### src/rtl/cache_controller_pkg.sv
// Shared constants for the data-cache controller: FSM encoding, data-memory base
// address, cache geometry and the byte-address to cache-address mapping.
package cache_controller_pkg;

  localparam logic [1:0] S_IDLE      = 2'd0;
  localparam logic [1:0] S_READ_MISS = 2'd1;
  localparam logic [1:0] S_FILL_DONE = 2'd2;
  localparam logic [1:0] S_WRITE     = 2'd3;

  localparam logic [31:0] BASE_ADDR = 32'd1024;

  localparam int TAG_W    = 11;
  localparam int INDEX_W  = 6;
  localparam int OFFSET_W = 1;
  localparam int LINE_W   = 64;
  localparam int CADDR_W  = TAG_W + INDEX_W + OFFSET_W;

  // Word address relative to the memory base; wraps modulo 2^32 on purpose.
  function automatic logic [CADDR_W-1:0] map_addr(input logic [31:0] addr,
                                                  input logic [31:0] base);
    logic [31:0] off;
    off = addr - base;
    return off[CADDR_W+1:2];
  endfunction

endpackage

### src/rtl/cache_controller_sat_counter.sv
// Width-parameterised up-counter that sticks at all-ones instead of wrapping.
module sat_counter #(
  parameter int W = 16
) (
  input  logic         clk,
  input  logic         rst_n,
  input  logic         en,
  output logic [W-1:0] count
);

  logic [W-1:0] count_reg;

  always_ff @(posedge clk or negedge rst_n) begin
    if (!rst_n) begin
      count_reg <= '0;
    end else if (en && (count_reg != {W{1'b1}})) begin
      count_reg <= count_reg + 1'b1;
    end
  end

  assign count = count_reg;

endmodule

### src/rtl/cache_controller.sv
// Sequences the 2-way data cache between the MEM stage and the SRAM controller:
// read-allocate loads, write-through no-allocate stores, hit/miss statistics.
module cache_controller
  import cache_controller_pkg::*;
#(
  parameter logic [31:0] BASE_ADDR = cache_controller_pkg::BASE_ADDR,
  parameter int          CNT_W     = 16
) (
  input  logic                clk,
  input  logic                rst,
  input  logic                MEM_R_EN,
  input  logic                MEM_W_EN,
  input  logic [31:0]         address,
  input  logic [31:0]         wdata,
  output logic [31:0]         rdata,
  output logic                ready,
  output logic [CADDR_W-1:0]  cache_address,
  output logic [LINE_W-1:0]   cache_wdata,
  output logic                cache_writeEn,
  output logic                cache_invalidate,
  output logic                cache_LRU_update,
  input  logic [31:0]         cache_rdata,
  input  logic                cache_hit,
  output logic                sram_r_en,
  output logic                sram_w_en,
  output logic [31:0]         sram_address,
  output logic [31:0]         sram_wdata,
  input  logic [LINE_W-1:0]   sram_rdata,
  input  logic                sram_ready,
  output logic [CNT_W-1:0]    hit_count,
  output logic [CNT_W-1:0]    miss_count
);

  logic [1:0] state_reg;
  logic [1:0] state_next;
  logic       hit_inc;
  logic       miss_inc;

  assign cache_address = map_addr(address, BASE_ADDR);
  assign cache_wdata   = sram_rdata;
  assign sram_address  = address;
  assign sram_wdata    = wdata;

  always_ff @(posedge clk or negedge rst) begin
    if (!rst) begin
      state_reg <= S_IDLE;
    end else begin
      state_reg <= state_next;
    end
  end

  always_comb begin
    state_next       = state_reg;
    ready            = 1'b0;
    rdata            = '0;
    cache_writeEn    = 1'b0;
    cache_invalidate = 1'b0;
    cache_LRU_update = 1'b0;
    sram_r_en        = 1'b0;
    sram_w_en        = 1'b0;
    hit_inc          = 1'b0;
    miss_inc         = 1'b0;
    case (state_reg)
      S_IDLE: begin
        // Stores win over loads when both enables are raised together.
        if (MEM_W_EN) begin
          cache_invalidate = cache_hit;
          state_next       = S_WRITE;
        end else if (MEM_R_EN) begin
          if (cache_hit) begin
            ready            = 1'b1;
            rdata            = cache_rdata;
            cache_LRU_update = 1'b1;
            hit_inc          = 1'b1;
          end else begin
            miss_inc   = 1'b1;
            state_next = S_READ_MISS;
          end
        end else begin
          ready = 1'b1;
        end
      end
      S_READ_MISS: begin
        sram_r_en = 1'b1;
        if (sram_ready) begin
          cache_writeEn = 1'b1;
          state_next    = S_FILL_DONE;
        end
      end
      S_FILL_DONE: begin
        // The freshly filled line now hits, so the cache supplies the word.
        ready            = 1'b1;
        rdata            = cache_rdata;
        cache_LRU_update = 1'b1;
        state_next       = S_IDLE;
      end
      S_WRITE: begin
        sram_w_en = 1'b1;
        if (sram_ready) begin
          ready      = 1'b1;
          state_next = S_IDLE;
        end
      end
      default: begin
        state_next = S_IDLE;
      end
    endcase
  end

  sat_counter #(.W(CNT_W)) u_hit_cnt (
    .clk   (clk),
    .rst_n (rst),
    .en    (hit_inc),
    .count (hit_count)
  );

  sat_counter #(.W(CNT_W)) u_miss_cnt (
    .clk   (clk),
    .rst_n (rst),
    .en    (miss_inc),
    .count (miss_count)
  );

endmodule

### config.mk
export PLATFORM = sky130hd
export DESIGN_NAME = cache_controller
export DESIGN_NICKNAME = d
export VERILOG_FILES = /design/src/rtl/cache_controller_pkg.sv /design/src/rtl/cache_controller_sat_counter.sv /design/src/rtl/cache_controller.sv
export SDC_FILE = /design/constraint.sdc
export NUM_CORES = 1
export LEC_CHECK = 0
export BUFFER_PORTS_ARGS = -buffer_cell sky130_fd_sc_hd__buf_2
export CAP_MARGIN = 20
export CELL_PAD_IN_SITES_DETAIL_PLACEMENT = 2
export CELL_PAD_IN_SITES_GLOBAL_PLACEMENT = 2
export CORE_UTILIZATION = 14
export CTS_BUF_LIST = sky130_fd_sc_hd__clkbuf_8
export CTS_CLUSTER_DIAMETER = 150
export DETAILED_ROUTE_END_ITERATION = 6
export PLACE_DENSITY = 0.78
export REMOVE_ABC_BUFFERS = 1
export SYNTH_ARGS = -nofsm -noshare
export SYNTH_HDL_FRONTEND = slang
export SYNTH_SLANG_ARGS = --single-unit
### constraint.sdc
create_clock -name clk -period 1.7 [get_ports clk]
set_input_delay 0.17 -clock clk [delete_from_list [all_inputs] [get_ports clk]]
set_output_delay 0.17 -clock clk [all_outputs]
set_load 0.01 [all_outputs]
# Word level (Yosys, flattened, before mapping)
# Cells that the tools add are included.
[classes] add_sub_neg=3 mul=0 n_div=0 order_cmp=0 eq_ne=9 shift=0 n_mux=28 bitwise_logic=0 reduce_logical=4
[op_table] operator="2-to-1 mux 32 bit" n=3
[op_table] operator="case mux 32 bit (2 select lines)" n=1
[op_table] operator="adder 16 x 1 -> 16 bit, second input constant" n=2
[op_table] operator="inequality test 16 bit, second input constant" n=2
[op_table] operator="subtractor 20 x 11 -> 20 bit, second input constant" n=1
[op_table] operator="2-to-1 mux 1 bit" n=16
[op_table] operator="2-to-1 mux 2 bit" n=5
[op_table] operator="case mux 2 bit (4 select lines)" n=1
[op_table] operator="inequality test 3 bit, second input constant" n=2
[op_table] operator="equality test 2 bit, second input constant" n=2
[op_table] operator="inequality test 2 bit, second input constant" n=2
[op_table] operator="AND reduction 4 bit" n=1
[op_table] operator="case mux 1 bit (3 select lines)" n=1
[op_table] operator="equality test 2 x 1 -> 1 bit, second input constant" n=1
[op_table] operator="logical AND 1 bit" n=2
[op_table] operator="zero test 2 bit" n=1
[op_table] operator="case mux 1 bit (2 select lines)" n=1
[word_totals] reg_bits=34 latchBits=0 mem_bits_rw=0 rom_bits=0 input_bits=166 output_inout_bits=216 n_memories=0

# Longest topological paths before layout
# Gate-level depths: netlist of run 1.
[depth] depth_word=5 ltp_mapped=6

# By module
# A second synthesis of run 1 with hierarchy kept.
[hier_totals] cells_unflattened=358 area_unflattened_um2=3285.7
[modules_own_cells] module="sat_counter" n_inst=2 cells_each=72 area_per_inst_um2=859.6 seq_area_each_um2=400.4
[modules_own_cells] module="cache_controller" n_inst=1 cells_each=214 area_per_inst_um2=1566.5 seq_area_each_um2=50.0

# Least setup slack after synthesis of run 1
# Ideal clock, no wire load.
[synth_timing] kind="register -> register" start="reg state_reg[0]" end="reg u_miss_cnt.count_reg[1], in the netlist u_miss_cnt.count[1]" arrival_ns=1.735 required_ns=1.572 setup_slack_ns=-0.163 path_stages_with_launch=6 path_cell_list="dfrtp_1 buf_6 or4b_4 or2_4 nor2_2 mux2_1"
[synth_via] elab_chain_len=3
[synth_lines] item="from (decl)" line_no="cache_controller.sv:34" text="logic [1:0] state_reg;"
[synth_lines] item="from (signal assigned)" line_no="cache_controller.sv:48" text="state_reg <= state_next;"
[synth_lines] item="zero test 2 bit" line_no="cache_controller.sv:63" text="case (state_reg)"
[synth_lines] item="2-to-1 mux 1 bit" line_no="cache_controller.sv:63"
[synth_lines] item="logical AND 1 bit" line_no="cache_controller_sat_counter.sv:16" text="end else if (en && (count_reg != {W{1'b1}})) begin"
[synth_lines] item="to (signal assigned)" line_no="cache_controller_sat_counter.sv:17" text="count_reg <= count_reg + 1'b1;"
[synth_lines] item="to (decl)" line_no="cache_controller_sat_counter.sv:11" text="logic [W-1:0] count_reg;"
# Every way passes these cells.
# A chain may end at the register's enable or synchronous reset.

# Final worst setup path of run 1
[layout_timing] start="reg state_reg[1]" end="out rdata[30]"
[layout_via] elab_chain_len=2 word_cells_on_any_way=3 classes_between="eq/ne (1); mux (1); reduce/logical (1)"
[layout_lines] item="equality test 2 bit or zero test 2 bit (tied branches)" line_no="cache_controller.sv:63"
[layout_lines] item="case mux 32 bit (2 select lines) *" line_no="cache_controller.sv:63"
[layout_lines] item="to (decl)" line_no="cache_controller.sv:15" text="output logic [31:0] rdata,"
# Mark *: on every way between the ends. The rest lies on a longest branch, timed or not.

==> run_results.csv, run 1 <==
group,metric,value,unit
detailed_routing,final_antenna_net_count,0,
power_and_ir_drop,leakagePower,2.05,nW
outcome,violations,"design-rule violations, negative setup slack",
logic_synthesis,postSynthCellCount,362,
power_and_ir_drop,finalPower,0.00416,W
power_and_ir_drop,power_frac_seq,25.3,%
logic_synthesis,ys_seq_elements,34,
logic_synthesis,synth_top_family_by_area,"buffers and inverters",
cells_and_area,layout_commonest_cell,"buf_2",
place,port_buffers,137,
logic_synthesis,synth-compound-area-share,2.40,%
clock_network,clock_sinks,34,
detailed_routing,drc,27,
die,coreArea,22000,um2
grt,grt_max_degree,35,
sta,finalCritPeriodShare,119,%
min_path,holdCritPathClass,"primary input to flip-flop",
die,pin_count,382,
logic_synthesis,syn_area,3180,um2
place,hpwl,17800,um
cells_and_area,syn_to_final_growth,30.3,%
logic_synthesis,async_reset_ff_share,100,%
critical_path,end_kind,"output pin",
sta,setup_ws,-0.324,ns
grt,grt_pass1_vias,3131,
clock_network,clkTransAtPathRegs,0.08,ns
critical_path,r2r_setup_slack,-0.24,ns
critical_path,r2r-start,"state_reg[1]",
grt,grt_overflow,0,
grt,antenna_found_initial,0,
place,dp.cells,676,
sta,hold_violations,0,
logic_synthesis,ys_types,41,
logic_synthesis,synth_flop_cell,"dfrtp_1",
sta,finalSetupViolations,50,
cells_and_area,num_antenna_cells,0,
logic_synthesis,yosys.area_share.simple,25.5,%
job,maxCapViolCount,0,
sta,rsz0062_at_grt,"true",
critical_path,crit_start,"state_reg[1]",
detailed_routing,wl_per_cell,31.3,um
power_and_ir_drop,power.share.clock,15.1,%
power_and_ir_drop,internal_power,0.00260,W
die,die_x,153,um
detailed_routing,viasPerCell,4.07,
critical_path,r2r_cells,5,
critical_path,r2r_end,"u_miss_cnt.count[1]",
cells_and_area,stdcell_count,697,
logic_synthesis,synth_mux_area_share,2.48,%
cells_and_area,final_cell_mix,"buf_2, buf_4, dfrtp_1",
outcome,status,"complete, but fails checks",
critical_path,arrival,1.85,ns
logic_synthesis,avgSynthCellArea,8.78,um2
power_and_ir_drop,swShare,37.5,%
cells_and_area,nFillCells,2560,
cells_and_area,drive_above_1_share,61.2,%
detailed_routing,routed_wl,21800,um
power_and_ir_drop,vdd_ir_drop_max,0.000332,V
die,start_util,14.4,%
critical_path,crit_type,"flip-flop to output pin",
grt,grt_pass1_wl,29100,um
power_and_ir_drop,power_density,1000,nW/um2
critical_path,cp_max_fo,8,
sta,fmax,494,MHz
sta,finalMaxSlewViolations,0,
grt,grtUsageTotal,18.4,%
logic_synthesis,yosys.area_share.xor_xnor,7.99,%
clock_network,h-tree-depth,2,
clock_network,cts_tree,"done",
critical_path,worst_path_max_delay_cell,"dfrtp_1",
critical_path,crit_top_cell,"buf_6",
sta,finalCriticalPeriod,2.02,ns
sta,fin_skew,0.00971,ns
place,gp_congestion,0.743,
logic_synthesis,synth_edf_count,0,
power_and_ir_drop,p_switching,0.00156,W
sta,tightest_slew,0.495,ns
detailed_routing,drtIter0Drc,146,
logic_synthesis,synth_warnings,0,
critical_path,cpPeakStageDelay,0.39,ns
logic_synthesis,synth_seq_area_share,26.8,%
power_and_ir_drop,comb_power_share,59.7,%
critical_path,critPathLaunchType,"flip-flop",
sta,worst_slew_margin_rel,67.0,%
die,dieArea,23300,um2
clock_network,cts-root-buf,"clkbuf_8",
die,row_count,54,
critical_path,worstSetupEndpoint,"rdata[30]",
logic_synthesis,synthAdderAreaFrac,1.18,%
critical_path,worstPathCellList,"buf_6 -> nor3b_4 -> nand2_2 -> a21oi_4 -> buf_12 -> buf_16 -> and2_4 -> buf_6",
die,die_h,153,um
cells_and_area,nets,587,
clock_network,clkLatencyLatePin,0.29,ns
detailed_routing,first_pass_iters,7,
critical_path,cp.required,1.53,ns
detailed_routing,num_vias,2835,
clock_network,numCtsBuffers,5,
clock_network,clockBufferDepth,2,
## layer usage
metal	track usage (%)	wire length [um]	vias up
li1	-	-	1167
met2	25.5	9270	259
met4	8.08	841	8
met1	16.6	7070	1355
met3	19.5	4390	46
met5	7.04	221	-
## layout make-up
class	count	area, um2	area share (%)
Multi-Input combinational cell	181	1540	37.1
Timing Repair Buffer	189	1290	31.2
Sequential cell	34	852	20.6
Tap cell	280	350	8.46
Clock buffer	6	82.6	1.99
Inverter	7	26.3	0.635
## power groups by stage
| stage | clock [W] | combinational (W) | sequential [W] |
|---|---|---|---|
| final | 0.000626 | 0.00248 | 0.00105 |
| after global routing | 0.000692 | 0.00266 | 0.00107 |
| after CTS | 0.000656 | 0.00230 | 0.00103 |
| after detailed placement | 0 | 0.00164 | 0.00104 |
| after global placement | 0 | 0.00159 | 0.00102 |
| after floorplan | 0 | 0.000627 | 0.00110 |
## stage by stage
stage	utilization, %	TNS (ns)	area, um2	hold WS (ns)	worst slack, ns
6_report	18.8	-11.57	4140	0.261	-0.324
5_1_grt	18.8	-16.33	4140	0.280	-0.421
4_1_cts	18.1	-12.32	3990	0.246	-0.318
3_5_place_dp	15.7	-4.14	3460	0.251	-0.140
3_3_place_gp	15.7	-0.276	3460	0.251	-0.0775
2_1_floorplan	-	-19.04	2130	-0.126	-0.573
## synth_stat cells (2+ instances only)
| library cell | n | area [um2] |
|---|---|---|
| xnor2_1 | 6 | 52.6 |
| nor4_2 | 2 | 25.0 |
| clkbuf_1 | 2 | 7.51 |
| and3_1 | 3 | 18.8 |
| and4_1 | 4 | 35.0 |
| nand2_1 | 12 | 45.0 |
| mux2_1 | 4 | 45.0 |
| mux2_2 | 3 | 33.8 |
| inv_1 | 7 | 26.3 |
| o21ai_0 | 4 | 20.0 |
| xor2_1 | 23 | 201 |
| ha_1 | 3 | 37.5 |
| a21oi_1 | 4 | 20.0 |
| nand2b_1 | 2 | 12.5 |
| nand4_1 | 14 | 87.6 |
| nand3_1 | 9 | 45.0 |
| nor2_1 | 13 | 48.8 |
| nor3_2 | 4 | 40.0 |
| nor3_1 | 13 | 65.1 |
| nor3b_1 | 3 | 22.5 |
| o31ai_1 | 2 | 15.0 |
| and2_1 | 36 | 225 |
| dfrtp_1 | 34 | 851 |
| nor2b_1 | 3 | 18.8 |
| buf_4 | 136 | 1020 |
## critical path, delay by kind of cell (launching register included)
kind	cells	cell delay [ns]
AND/OR/NAND/NOR	3	0.47
buffers and inverters	4	0.49
AO/OA/AOI/OAI	1	0.20
flip-flops	1	0.39
## kinds of logic (layout without fill, tap and decap cells)
logic type	count (synthesis)	after routing
muxes	7	7
DFF	34	34
AOI/OAI and AO/OA	13	13
buffers and inverters	147	202
adders and majority gates	3	3
and+or+nand+nor	129	129
xor gates and xnor gates	29	29
## how the worst min path moves through the flow
stage	to	startpoint	depth (start not counted)
2_1_floorplan	state_reg[0]	rst	0
3_3_place_gp	u_miss_cnt.count[9]	rst	2
3_5_place_dp	u_miss_cnt.count[8]	rst	2
4_1_cts	state_reg[0]	MEM_W_EN	3
5_1_grt	state_reg[0]	sram_ready	3
6_report	state_reg[0]	MEM_W_EN	3
## repair_timing
item | 4_1_cts | 5_1_grt
resized for setup | 70 | 23
buffers inserted | 8 | 8
endpoints found under the setup margin | 59 | 65
hold buffers | 1 | 0
pin swaps | 43 | 12
endpoints found under the hold margin | 34 | 0
cloned | 3 | 0
(Power assumes the default switching activity.)
==> run 2: changes to the inputs <==
--- a/config.mk
+++ b/config.mk
@@ -13,7 +13,7 @@
 export CTS_BUF_LIST = sky130_fd_sc_hd__clkbuf_8
 export CTS_CLUSTER_DIAMETER = 150
 export DETAILED_ROUTE_END_ITERATION = 6
-export PLACE_DENSITY = 0.78
+export PLACE_DENSITY = 0.81
 export REMOVE_ABC_BUFFERS = 1
 export SYNTH_ARGS = -nofsm -noshare
 export SYNTH_HDL_FRONTEND = slang
==> run_results.csv, run 2 (synthesized netlist as in run 1, its figures left out) <==
group,metric,value,unit
sta,finalMaxSlewViolations,0,
grt,grt_max_degree,35,
job,maxCapViolCount,0,
cells_and_area,final_cell_mix,"buf_2, buf_4, buf_6",
critical_path,cp.required,1.53,ns
outcome,status,"complete, but fails checks",
cells_and_area,seq_area,853,um2
clock_network,h-tree-depth,2,
critical_path,crit_start,"state_reg[0]",
detailed_routing,viasPerCell,4.12,
die,start_util,14.4,%
min_path,holdCritPathClass,"primary input to flip-flop",
clock_network,clock_sinks,34,
die,pin_count,382,
place,place_area,3460,um2
cells_and_area,nFillCells,2545,
critical_path,r2r_end,"u_miss_cnt.count[1]",
place,gp_congestion,0.735,
place,dp.cells,675,
cells_and_area,stdcell_count,703,
outcome,violations,"design-rule violations, negative setup slack",
power_and_ir_drop,vdd_ir_drop_max,0.000272,V
die,coreArea,22000,um2
grt,antenna_found_initial,0,
cells_and_area,final_area,4280,um2
sta,finalCriticalPeriod,2.02,ns
critical_path,r2r_setup_slack,-0.22,ns
detailed_routing,first_pass_iters,7,
critical_path,crit_type,"flip-flop to output pin",
grt,grtUsageTotal,18.4,%
grt,grt_pass1_wl,29200,um
power_and_ir_drop,power_density,1050,nW/um2
sta,finalSetupViolations,49,
die,die_h,153,um
sta,setup_ws,-0.319,ns
detailed_routing,wl_per_cell,31.9,um
critical_path,r2r_cells,5,
detailed_routing,final_antenna_net_count,0,
grt,grt_pass1_vias,3118,
critical_path,cp_max_fo,9,
critical_path,r2r-start,"state_reg[1]",
sta,hold_violations,0,
clock_network,cts-root-buf,"clkbuf_8",
detailed_routing,routed_wl,22400,um
power_and_ir_drop,leakagePower,2.12,nW
place,port_buffers,137,
die,dieArea,23300,um2
sta,finalCritPeriodShare,119,%
critical_path,critPathLaunchType,"flip-flop",
cells_and_area,drive_above_1_share,65.2,%
cells_and_area,nets,591,
clock_network,clockBufferDepth,2,
critical_path,worstSetupEndpoint,"rdata[6]",
die,row_count,54,
die,die_x,153,um
cells_and_area,layout_commonest_cell,"buf_2",
sta,fin_skew,0.00977,ns
sta,tightest_slew,0.499,ns
sta,rsz0062_at_grt,"true",
cells_and_area,num_antenna_cells,0,
sta,worst_slew_margin_rel,66.7,%
clock_network,numCtsBuffers,5,
detailed_routing,num_vias,2893,
cells_and_area,multi_input_area,1560,um2
place,hpwl,18000,um
clock_network,clkTransAtPathRegs,0.08,ns
sta,fmax,495,MHz
grt,grt_overflow,0,
clock_network,clkLatencyLatePin,0.30,ns
cells_and_area,syn_to_final_growth,34.6,%
critical_path,end_kind,"output pin",
detailed_routing,drtIter0Drc,117,
clock_network,cts_tree,"done",
critical_path,arrival,1.85,ns
detailed_routing,drc,27,
## run 2: cell count changes in the layout (fill, tap and decap cells not counted), moves of 8 or more
cell and change:
and2_1 -9, and2_4 +9, buf_2 -8, buf_6 +14
## run 2: through the flow
stage	setup TNS, ns	setup WS, ns	utilization (%)	hold WS, ns	power [W]
final	-11.74	-0.319	19.4	0.254	0.00447
after global routing	-15.77	-0.407	19.4	0.251	0.00473
after CTS	-12.48	-0.340	17.9	0.277	0.00397
after detailed placement	-1.12	-0.140	15.7	0.250	0.00268
after global placement	-0.391	-0.0763	15.7	0.239	0.00262
after floorplan	-19.04	-0.573	-	-0.126	0.00173
## run 2: routing by layer
metal  vias to the layer above  wire (um)  track usage [%]
li1                       1179          -                -
met1                      1393       6900             15.8
met2                       272       9890             26.5
met3                        43       4700             20.1
met4                         6        648             6.97
met5                         -        262             9.73
## run 2: worst min path at each step
stage,from,to,slack (ns),depth (start not counted)
4_1_cts,MEM_W_EN,state_reg[0],0.28,3
2_1_floorplan,rst,state_reg[0],-0.13,0
6_report,sram_ready,state_reg[0],0.25,3
5_1_grt,sram_ready,state_reg[0],0.25,3
3_5_place_dp,rst,u_miss_cnt.count[4],0.25,2
3_3_place_gp,rst,u_miss_cnt.count[8],0.24,2
## run 2: power by group
part	total, W	internal [W]	switching, W
sequential	0.00103	0.000917	0.000110
clock	0.000650	0.000321	0.000329
combinational	0.00279	0.00158	0.00121
## run 2: final cells by class
type                            instances  area share, %
Tap cell                              280           8.19
Timing Repair Buffer                  193           32.5
Multi-Input combinational cell        181           36.6
Clock buffer                            6           1.93
Sequential cell                        34           20.0
Clock inverter                          2          0.205
Inverter                                7          0.614
## run 2: timing repair
action,in CTS,in global routing
hold endpoints to repair,34,0
pin swaps,36,31
setup endpoints to repair,55,63
hold buffers,1,0
gates cloned,2,1
setup buffers,13,6
resized for setup,53,65
## run 2: critical path, stage by stage (launching register included)
cell	delay, ns
dfrtp_1	0.39
buf_6	0.13
nor3b_4	0.22
nand2_2	0.11
a21oi_4	0.15
buf_6	0.14
buf_12	0.12
and2_1	0.14
buf_2	0.14
